$ cat src/rtl/seqdect_ctrl.sv
// seqdect_ctrl: run controller for a programmable serial pattern detector.
// Holds the pattern configuration, shifts qualified prtx bits into a history
// register, pulses prtz on every match and ends the run on target count,
// window timeout or abort. All outputs are registered.
module seqdect_ctrl #(
  parameter int MAX_LEN = 8,
  parameter int CNT_W   = 8,
  parameter int WINDOW  = 64
) (
  input  logic               clk,
  input  logic               rst,
  input  logic               cfg_wr,
  input  logic [MAX_LEN-1:0] cfg_pattern,
  input  logic [3:0]         cfg_len,
  input  logic               cfg_overlap,
  input  logic [CNT_W-1:0]   cfg_target,
  input  logic               start,
  input  logic               abort,
  input  logic               prtx,
  input  logic               prtx_vld,
  output logic               prtz,
  output logic [CNT_W-1:0]   match_cnt,
  output logic               busy,
  output logic               done,
  output logic               timeout,
  output logic               cfg_err
);

  localparam int BS_W = $clog2(MAX_LEN + 1);
  localparam int BC_W = $clog2(WINDOW + 1);

  typedef enum logic [1:0] {IDLE, RUN, DONE} state_t;

  state_t             state;
  logic [MAX_LEN-1:0] pat_q;
  logic [3:0]         len_q;
  logic               ovl_q;
  logic [CNT_W-1:0]   tgt_q;
  logic [MAX_LEN-1:0] hist;
  logic [BS_W-1:0]    bits_seen;
  logic [BC_W-1:0]    bit_cnt;

  logic               cfg_ok;
  logic [MAX_LEN-1:0] mask;
  logic [MAX_LEN-1:0] hist_nx;
  logic [BS_W-1:0]    seen_nx;
  logic [BC_W-1:0]    bit_cnt_nx;
  logic               hit;
  logic [CNT_W-1:0]   cnt_nx;
  logic               tgt_hit;
  logic               win_hit;

  // Next-bit view of the run: history, fill level, match and exit conditions
  // as they would be after accepting the current prtx.
  always_comb begin
    cfg_ok = (cfg_len != 4'd0) && (32'(cfg_len) <= MAX_LEN);
    mask = '0;
    for (int i = 0; i < MAX_LEN; i++) mask[i] = (i < 32'(len_q));
    hist_nx    = {hist[MAX_LEN-2:0], prtx};
    seen_nx    = (32'(bits_seen) >= MAX_LEN) ? bits_seen : bits_seen + 1'b1;
    bit_cnt_nx = bit_cnt + 1'b1;
    hit        = (32'(seen_nx) >= 32'(len_q)) && ((hist_nx & mask) == (pat_q & mask));
    cnt_nx     = (hit && (match_cnt != '1)) ? match_cnt + 1'b1 : match_cnt;
    tgt_hit    = (tgt_q != '0) && (cnt_nx == tgt_q);
    win_hit    = (32'(bit_cnt_nx) == WINDOW);
  end

  // Control FSM with configuration registers and registered outputs.
  always_ff @(posedge clk) begin
    if (rst) begin
      state     <= IDLE;
      pat_q     <= '0;
      len_q     <= 4'd1;
      ovl_q     <= 1'b0;
      tgt_q     <= '0;
      hist      <= '0;
      bits_seen <= '0;
      bit_cnt   <= '0;
      prtz      <= 1'b0;
      match_cnt <= '0;
      busy      <= 1'b0;
      done      <= 1'b0;
      timeout   <= 1'b0;
      cfg_err   <= 1'b0;
    end else begin
      prtz    <= 1'b0;
      cfg_err <= 1'b0;
      // Configuration is only writable outside a run; start on the same
      // edge therefore sees the new values from its first bit onwards.
      if (cfg_wr) begin
        if ((state != RUN) && cfg_ok) begin
          pat_q <= cfg_pattern;
          len_q <= cfg_len;
          ovl_q <= cfg_overlap;
          tgt_q <= cfg_target;
        end else begin
          cfg_err <= 1'b1;
        end
      end
      case (state)
        IDLE, DONE: begin
          if (start) begin
            state     <= RUN;
            busy      <= 1'b1;
            done      <= 1'b0;
            timeout   <= 1'b0;
            match_cnt <= '0;
            hist      <= '0;
            bits_seen <= '0;
            bit_cnt   <= '0;
          end
        end
        RUN: begin
          if (abort) begin
            state <= IDLE;
            busy  <= 1'b0;
          end else if (prtx_vld) begin
            hist      <= hist_nx;
            bit_cnt   <= bit_cnt_nx;
            match_cnt <= cnt_nx;
            prtz      <= hit;
            // Without overlap the matched bits must not count toward the next match.
            bits_seen <= (hit && !ovl_q) ? '0 : seen_nx;
            if (tgt_hit) begin
              state   <= DONE;
              busy    <= 1'b0;
              done    <= 1'b1;
              timeout <= 1'b0;
            end else if (win_hit) begin
              state   <= DONE;
              busy    <= 1'b0;
              done    <= 1'b1;
              timeout <= 1'b1;
            end
          end
        end
        default: begin
          state <= IDLE;
          busy  <= 1'b0;
          done  <= 1'b0;
        end
      endcase
    end
  end

endmodule

$ cat config.mk
export PLATFORM = sky130hd
export DESIGN_NAME = seqdect_ctrl
export DESIGN_NICKNAME = d
export VERILOG_FILES = /design/src/rtl/seqdect_ctrl.sv
export SDC_FILE = /design/constraint.sdc
export NUM_CORES = 1
export LEC_CHECK = 0
export ABC_AREA = 1
export CAP_MARGIN = 10
export CORE_UTILIZATION = 50
export CTS_CLUSTER_SIZE = 10
export DETAILED_ROUTE_END_ITERATION = 8
export HOLD_SLACK_MARGIN = 0.03
export PLACE_DENSITY = 0.72
export SYNTH_ARGS = -nofsm -noshare
export SYNTH_HDL_FRONTEND = slang
export SYNTH_SLANG_ARGS = --single-unit
$ cat constraint.sdc
create_clock -name clk -period 3.1 [get_ports clk]
set_clock_uncertainty 0.05 [all_clocks]
set_input_delay 0.62 -clock clk [delete_from_list [all_inputs] [get_ports clk]]
set_output_delay 0.62 -clock clk [all_outputs]
set_load 0.01 [all_outputs]
==> impl_results.md, run 1 <==
- Actual slew at the worst max-slew pin: 0.904 ns
- Max IR drop VDD: 0.219 mV
- Post-DP Area: 3510 µm²
- Switching Share: 0.346
- Fin nets: 531
- Crit end category: flop
- Share of post-route cells with drive strength above 1: 0.111
- Synthesized area per cell: 6.72 µm²
- EDFF count, synth: 0
- PnR worst setup slack: 0.182 ns
- Gr usage total: 0.243
- Outcome: finished clean
- Initial DRT Pass Iterations: 4
- Worst reg2reg startpoint: bits_seen[0]$_SDFFE_PP0P_
- Seq/Total Area, Yosys: 0.357
- Vias in the first global route: 2787
- Placed Cells: 556
- RePlAce Congestion: 0.903
- Crit path buf inv count: 4
- Antenna violations before repair: 0
- Cts hold-fix bufs: 0
- Async S/R FF share, synth: 0
- Combinational Power Share: 0.301
- Hold Crit Class: flop to flop
- P&R area growth vs syn: 21.1%
- WS Path Type: flop to flop
- Crit path from: bits_seen[0]$_SDFFE_PP0P_
- Net Switching: 588 µW
- CTS tree: yes
- Via density: 5.12
- Syn Inst Count: 451
- Total gr overflow: 0
- Die ar.: 6380 µm²
- P_int: 1.11 mW
- Die Span X: 79.9 µm
- Height of the die: 79.9 µm
- Largest net degree at the start of global routing: 35
- Critical path cell sequence: inv_1 -> ha_1 -> nand2_1 -> o21ai_1 -> ha_1 -> inv_1 -> o21bai_1 -> nand3_1 -> nand3_4 -> nand4_4 -> clkinv_4 -> nand2_2 -> nand2_1 -> nand2_1 -> nand2_1 -> nand2_1 -> nor2_1 -> nand3_2 -> nand3_2 -> o211ai_1 -> nand2_1 -> inv_1
- Final Setup Violations: 0
- Critical path's largest stage delay: 0.35 ns
- Yosys reg bits: 54
- Post-DP HPWL: 5210 µm
- Non-Filler Instances: 568
- CTS H-Tree Depth: 2
- Starting Density: 0.534
- Max stage delay cell, worst path: dfxtp_2
- HP Start: bits_seen[2]$_SDFFE_PP0P_
- Routed WL: 7160 µm
- Vias: 2907
- Pwr Density: 463 nW/µm²
- Worst endpoint data arrival time: 3.09 ns
- Fin crit share: 0.941
- Final-report max-slew violation count: 0
- Post-layout util: 0.647
- Initial DRC Count: 162
- Max clock buf depth: 2
- Synth Warn #: 0
- Sequential fraction of design power: 0.451
- Row count: 27
- Max_cap viols: 0
- Buffers on Ports: 40
- Top Ports: 41
- Crit path max-delay family: simple AND/OR/NAND/NOR gates
- P_leak: 1.54 nW
- Clock share of power: 0.248
- Slew headroom: 0.396
- CTS sink count: 54
- Unique masters post-synth: 32
- Final hold vios: 0
- WHS: 0.420 ns
- Wire length per cell: 12.6 µm
- Area of the core: 5680 µm²
- Clock slew at reported path FFs: 0.10 ns
- Synth Flop Type: dfxtp_1
- Minimum clock period after layout: 2.92 ns
- Clock latency on the worst-skew pair: 0.31 ns
- Diode count: 0
- Dpl ws: -0.0192 ns
- Synth Cell Area: 3030 µm²
- CTS Root Cell: clkbuf_8
- DRC viols: 0
- First-pass GRT wire length: 12100 µm
- FMAX: 343 MHz
- CP Launch Type: flop
- Num CTS Buffers: 5
- Crit-path most repeated cell: nand2_1
- Syn nets: 487
- Worst EP required: 3.27 ns
- Fin area: 3670 µm²
- CP Max Fanout: 7
- Routed Antenna Nets: 0
[synth_stat cells (6+ instances only)]
master    instances  area share
nand4_1           9       0.019
nand3_1          30       0.050
ha_1              8       0.033
clkbuf_1          9       0.011
nand2_2           9       0.019
a21oi_1          46       0.076
inv_2             6      0.0074
inv_1            57       0.071
dfxtp_1          54        0.36
nor2_1           35       0.043
nand2_1         116        0.14
o21ai_0          28       0.046
xor2_1            9       0.026
[final cells by class]
class,instances,area (µm²)
fill,522,2010
multi-input combinational,321,1690
sequential,54,1080
timing repair buffer,48,460
inverter,65,249
tap,72,90.1
clock buffer,6,82.6
clock inverter,2,12.5
[worst reg2reg max path, stage by stage (launching register included)]
cell and delay [ns]:
dfxtp_2 0.35, inv_1 0.07, ha_1 0.29, nand2_1 0.06
o21ai_1 0.08, ha_1 0.31, inv_1 0.05, o21bai_1 0.13
nand3_1 0.14, nand3_4 0.14, nand4_4 0.17, clkinv_4 0.12
nand2_2 0.06, nand2_1 0.06, nand2_1 0.05, nand2_1 0.05
nand2_1 0.05, nor2_1 0.12, nand3_2 0.15, nand3_2 0.13
o211ai_1 0.10, nand2_1 0.07, inv_1 0.05
[final timing paths]
| path | to | slack (ns) | depth (start not counted) |
|---|---|---|---|
| max | state[0]$_SDFFE_PP0P_ | 0.18 | 22 |
| min | bits_seen[2]$_SDFFE_PP0P_ | 0.42 | 2 |
| max reg2reg | state[0]$_SDFFE_PP0P_ | 0.18 | 22 |
| min reg2reg | bits_seen[2]$_SDFFE_PP0P_ | 0.42 | 2 |
[placed cells by master (no fill, tap or decap), drive strengths merged, types with 9 or more instances in the layout]
cell type / instances
nand4: 12
o21ai: 28
dfxtp: 54
inv: 63
clkdlybuf4s50: 40
xor2: 9
nor2: 41
nand3: 35
a21oi: 48
nand2: 125
[through the flow]
step	power (mW)	TNS [ns]
global route	1.81	-0.0161
floorplan	1.12	0
finish	1.70	0
global placement	1.25	0
CTS	1.68	0
detailed placement	1.26	-0.0192
[routing by layer]
layer,vias up,global-route usage,share of wire
li1,1528,-,-
met3,9,0.0366,0.038
met1,1295,0.311,0.48
met2,75,0.403,0.46
met4,0,0.102,0.018
met5,-,0,0
[power by group through the flow]
stage	Combinational (mW)	Clock [mW]	Sequential, mW
4_1_cts	0.485	0.428	0.766
3_5_place_dp	0.481	0	0.782
6_report	0.512	0.421	0.767
2_1_floorplan	0.345	0	0.777
3_3_place_gp	0.471	0	0.781
5_1_grt	0.576	0.458	0.773
[cells by family (layout without fill, tap and decap cells)]
kind of cell               count (synthesis)  in the layout  synth area share
xor gates and xnor gates                  14             14            0.0450
AOI/OAI and AO/OA                         80             80             0.137
adders and majority gates                  8              8            0.0330
DFF                                       54             54             0.357
and+or+nand+nor                          218            219             0.330
buffers and inverters                     77            121            0.0974
[state kept, by name, summed over array words and instances, names as in the netlist]
| name | count |
|---|---|
| len_q | 4 |
| pat_q | 8 |
| bit_cnt | 7 |
| hist | 7 |
| bits_seen | 4 |
| prtz | 1 |
| timeout | 1 |
| tgt_q | 8 |
| match_cnt | 8 |
| cfg_err | 1 |
| done | 1 |
| ovl_q | 1 |
| state | 2 |
| busy | 1 |
[timing repair]
action / in CTS / in global routing
gates resized for setup: 1 / 7
cloned: 0 / 1
pin swaps: 0 / 5
setup buffers: 0 / 3
hold endpoints to repair: 0 / 0
endpoints found under the setup margin: 1 / 4
Power figures use the tool's default switching activity.
==> inputs of run 2 (changes only) <==
- GPL_TIMING_DRIVEN: unset -> 0
==> impl_results.md, run 2 (synthesized netlist as in run 1, its figures left out) <==
- CP Max Fanout: 7 (unchanged)
- Die Span X: 79.9 µm (unchanged)
- Commonest non-fill, non-tap cell in the layout: nand2_1
- Multi-input gate area: 1720 µm² (+1.7%)
- Diode count: 0 (unchanged)
- Crit end category: flop
- Height of the die: 79.9 µm (unchanged)
- Vias in the first global route: 2746 (-1.5%)
- Antenna violations before repair: 0 (unchanged)
- Total power: 1.79 mW (+5.1%)
- Total gr overflow: 0 (unchanged)
- Share of post-route cells with drive strength above 1: 0.117 (+0.00641)
- Crit path max-delay family: simple AND/OR/NAND/NOR gates
- Worst reg2reg path depth: 22 (unchanged)
- Critical path cell sequence: inv_2 -> ha_4 -> nand2_1 -> o21ai_2 -> ha_1 -> inv_1 -> o21bai_1 -> nand3_1 -> nand3_4 -> nand4_4 -> clkinv_4 -> nand2_2 -> nand2_1 -> nand2_1 -> nand2_1 -> nand2_1 -> nor2_2 -> nand3_2 -> nand3_2 -> nand3_2 -> nand2_2 -> a21oi_1
- Final hold vios: 0 (unchanged)
- P_leak: 1.55 nW (+0.26%)
- Flip-flop and latch area: 1080 µm² (unchanged)
- Worst reg2reg startpoint: bits_seen[0]$_SDFFE_PP0P_
- CTS sink count: 54 (unchanged)
- Most frequent cells in the layout: nand2_1 (113), inv_1 (54), dfxtp_1 (52), a21oi_1 (46), clkdlybuf4s50_1 (39)
- Cts hold-fix bufs: 0 (unchanged)
- Row count: 27 (unchanged)
- Num CTS Buffers: 5 (unchanged)
- Worst EP required: 3.23 ns (-0.04 ns)
- Clock slew at reported path FFs: 0.10 ns (about the same)
- Crit-path most repeated cell: nand2_1
- P&R area growth vs syn: 22.7%
- Max_cap viols: 0 (unchanged)
- Hold Crit Class: flop to flop
- Actual slew at the worst max-slew pin: 0.694 ns (-0.210 ns)
- Outcome: finished clean
- Post-layout util: 0.655 (+0.00882)
- Via density: 5.26 (+2.8%)
- Dpl ws: -0.102 ns (-0.0833 ns)
- Initial DRC Count: 150 (-7.4%)
- Biggest regs: match_cnt: 8 flops, pat_q: 8 flops, tgt_q: 8 flops
- Worst endpoint data arrival time: 3.08 ns (about the same)
- CTS tree: yes
- Crit path from: bits_seen[0]$_SDFFE_PP0P_
- Starting Density: 0.534 (unchanged)
- Buffers on Ports: 39 (-2.5%)
- PnR worst setup slack: 0.148 ns (-0.0342 ns)
- Slew headroom: 0.537 (+0.141)
- Clock latency on the worst-skew pair: 0.31 ns (about the same)
- RR Endpoint: busy$_SDFFE_PP0P_
- Largest net degree at the start of global routing: 17 (-51%)
- Worst path depth: 22 (unchanged)
- Flop2flop setup slack: 0.15 ns (-0.03 ns)
- Crit path buf inv count: 3 (-1)
- DRC viols: 0 (unchanged)
- Fin nets: 538 (+1.3%)
- Critical path's largest stage delay: 0.37 ns (+0.02 ns)
- Initial DRT Pass Iterations: 4 (unchanged)
- Final-report max-slew violation count: 0 (unchanged)
- CTS H-Tree Depth: 2 (unchanged)
- Top Ports: 41 (unchanged)
- Setup crit end: busy$_SDFFE_PP0P_
- Fin Setup TNS: 0 ns (unchanged)
- Max clock buf depth: 2 (unchanged)
- FMAX: 339 MHz (-1.2%)
- Final Setup Violations: 0 (unchanged)
- Fillcell total: 538 (+3.1%)
- RePlAce Congestion: 0.962 (+6.6%)
- Max stage delay cell, worst path: dfxtp_2
- Routed Antenna Nets: 0 (unchanged)
- WS Path Type: flop to flop
- First-pass GRT wire length: 12600 µm (+4.3%)
- Post-DP HPWL: 5590 µm (+7.3%)
- Wire length per cell: 13.4 µm (+6.1%)
- Minimum clock period after layout: 2.95 ns (+0.0342 ns)
- Die ar.: 6380 µm² (unchanged)
- Max IR drop VDD: 0.286 mV (+30%)
- Routed WL: 7690 µm (+7.4%)
- CTS Root Cell: clkbuf_8
- Pwr Density: 480 nW/µm² (+3.7%)
- CP Launch Type: flop
- Fin crit share: 0.952 (+0.0110)
- Area of the core: 5680 µm² (unchanged)
- Gr usage total: 0.257 (+0.0139)
- Vias: 3024 (+4.0%)
## run 2: cell types whose count changed in the layout (fill, tap and decap cells not counted), moves of 2 or more
cell and change:
nand2_1 -2, inv_1 -3, inv_2 +3, clkbuf_1 +10, buf_4 -4, buf_1 +2
## run 2: through the flow
step / cells / hold WS, ns / instance area, µm²
floorplan: 451 / 0.394 / 3030
global placement: 562 / 0.404 / 3510
detailed placement: 562 / 0.404 / 3510
CTS: 571 / 0.422 / 3640
global route: 575 / 0.440 / 3720
finish: 575 / 0.415 / 3720
## run 2: worst min-delay path, stage by stage (launching register included)
cell and delay [ns]:
dfxtp_1 0.32, inv_1 0.06, a21oi_2 0.05
## run 2: worst min-delay path by stage
stage	slack, ns	to	startpoint	cells past startpoint
2_1_floorplan	0.39	pat_q[1]$_SDFFE_PP0P_	pat_q[1]$_SDFFE_PP0P_	2
3_3_place_gp	0.40	pat_q[2]$_SDFFE_PP0P_	pat_q[2]$_SDFFE_PP0P_	2
3_5_place_dp	0.40	done$_SDFFE_PP0P_	done$_SDFFE_PP0P_	2
4_1_cts	0.42	done$_SDFFE_PP0P_	done$_SDFFE_PP0P_	2
5_1_grt	0.44	done$_SDFFE_PP0P_	done$_SDFFE_PP0P_	2
6_report	0.41	done$_SDFFE_PP0P_	done$_SDFFE_PP0P_	2
## run 2: power by group
part           switching [mW]  internal, mW
Sequential             0.0337         0.732
Combinational           0.339         0.204
Clock                   0.237         0.241
Total                   0.610          1.18
## run 2: repair_timing
action	4_1_cts	5_1_grt
resized for setup	1	16
gates cloned	1	0
buffers inserted	0	4
pin swaps	1	8
setup endpoints to repair	4	5
## run 2: routing by layer
layer / wire length [µm] / global-route usage
met1: 3660 / 0.338
met2: 3570 / 0.430
met3: 315 / 0.0377
met4: 151 / 0.0768
met5: 0 / 0
## run 2: layout make-up
cell class / instances / area share
Sequential cell: 54 / 0.291
Timing Repair Buffer: 43 / 0.113
Tap cell: 72 / 0.0242
Buffer: 12 / 0.0124
Inverter: 65 / 0.0669
Clock buffer: 6 / 0.0195
Clock inverter: 2 / 0.0101
Multi-Input combinational cell: 321 / 0.462
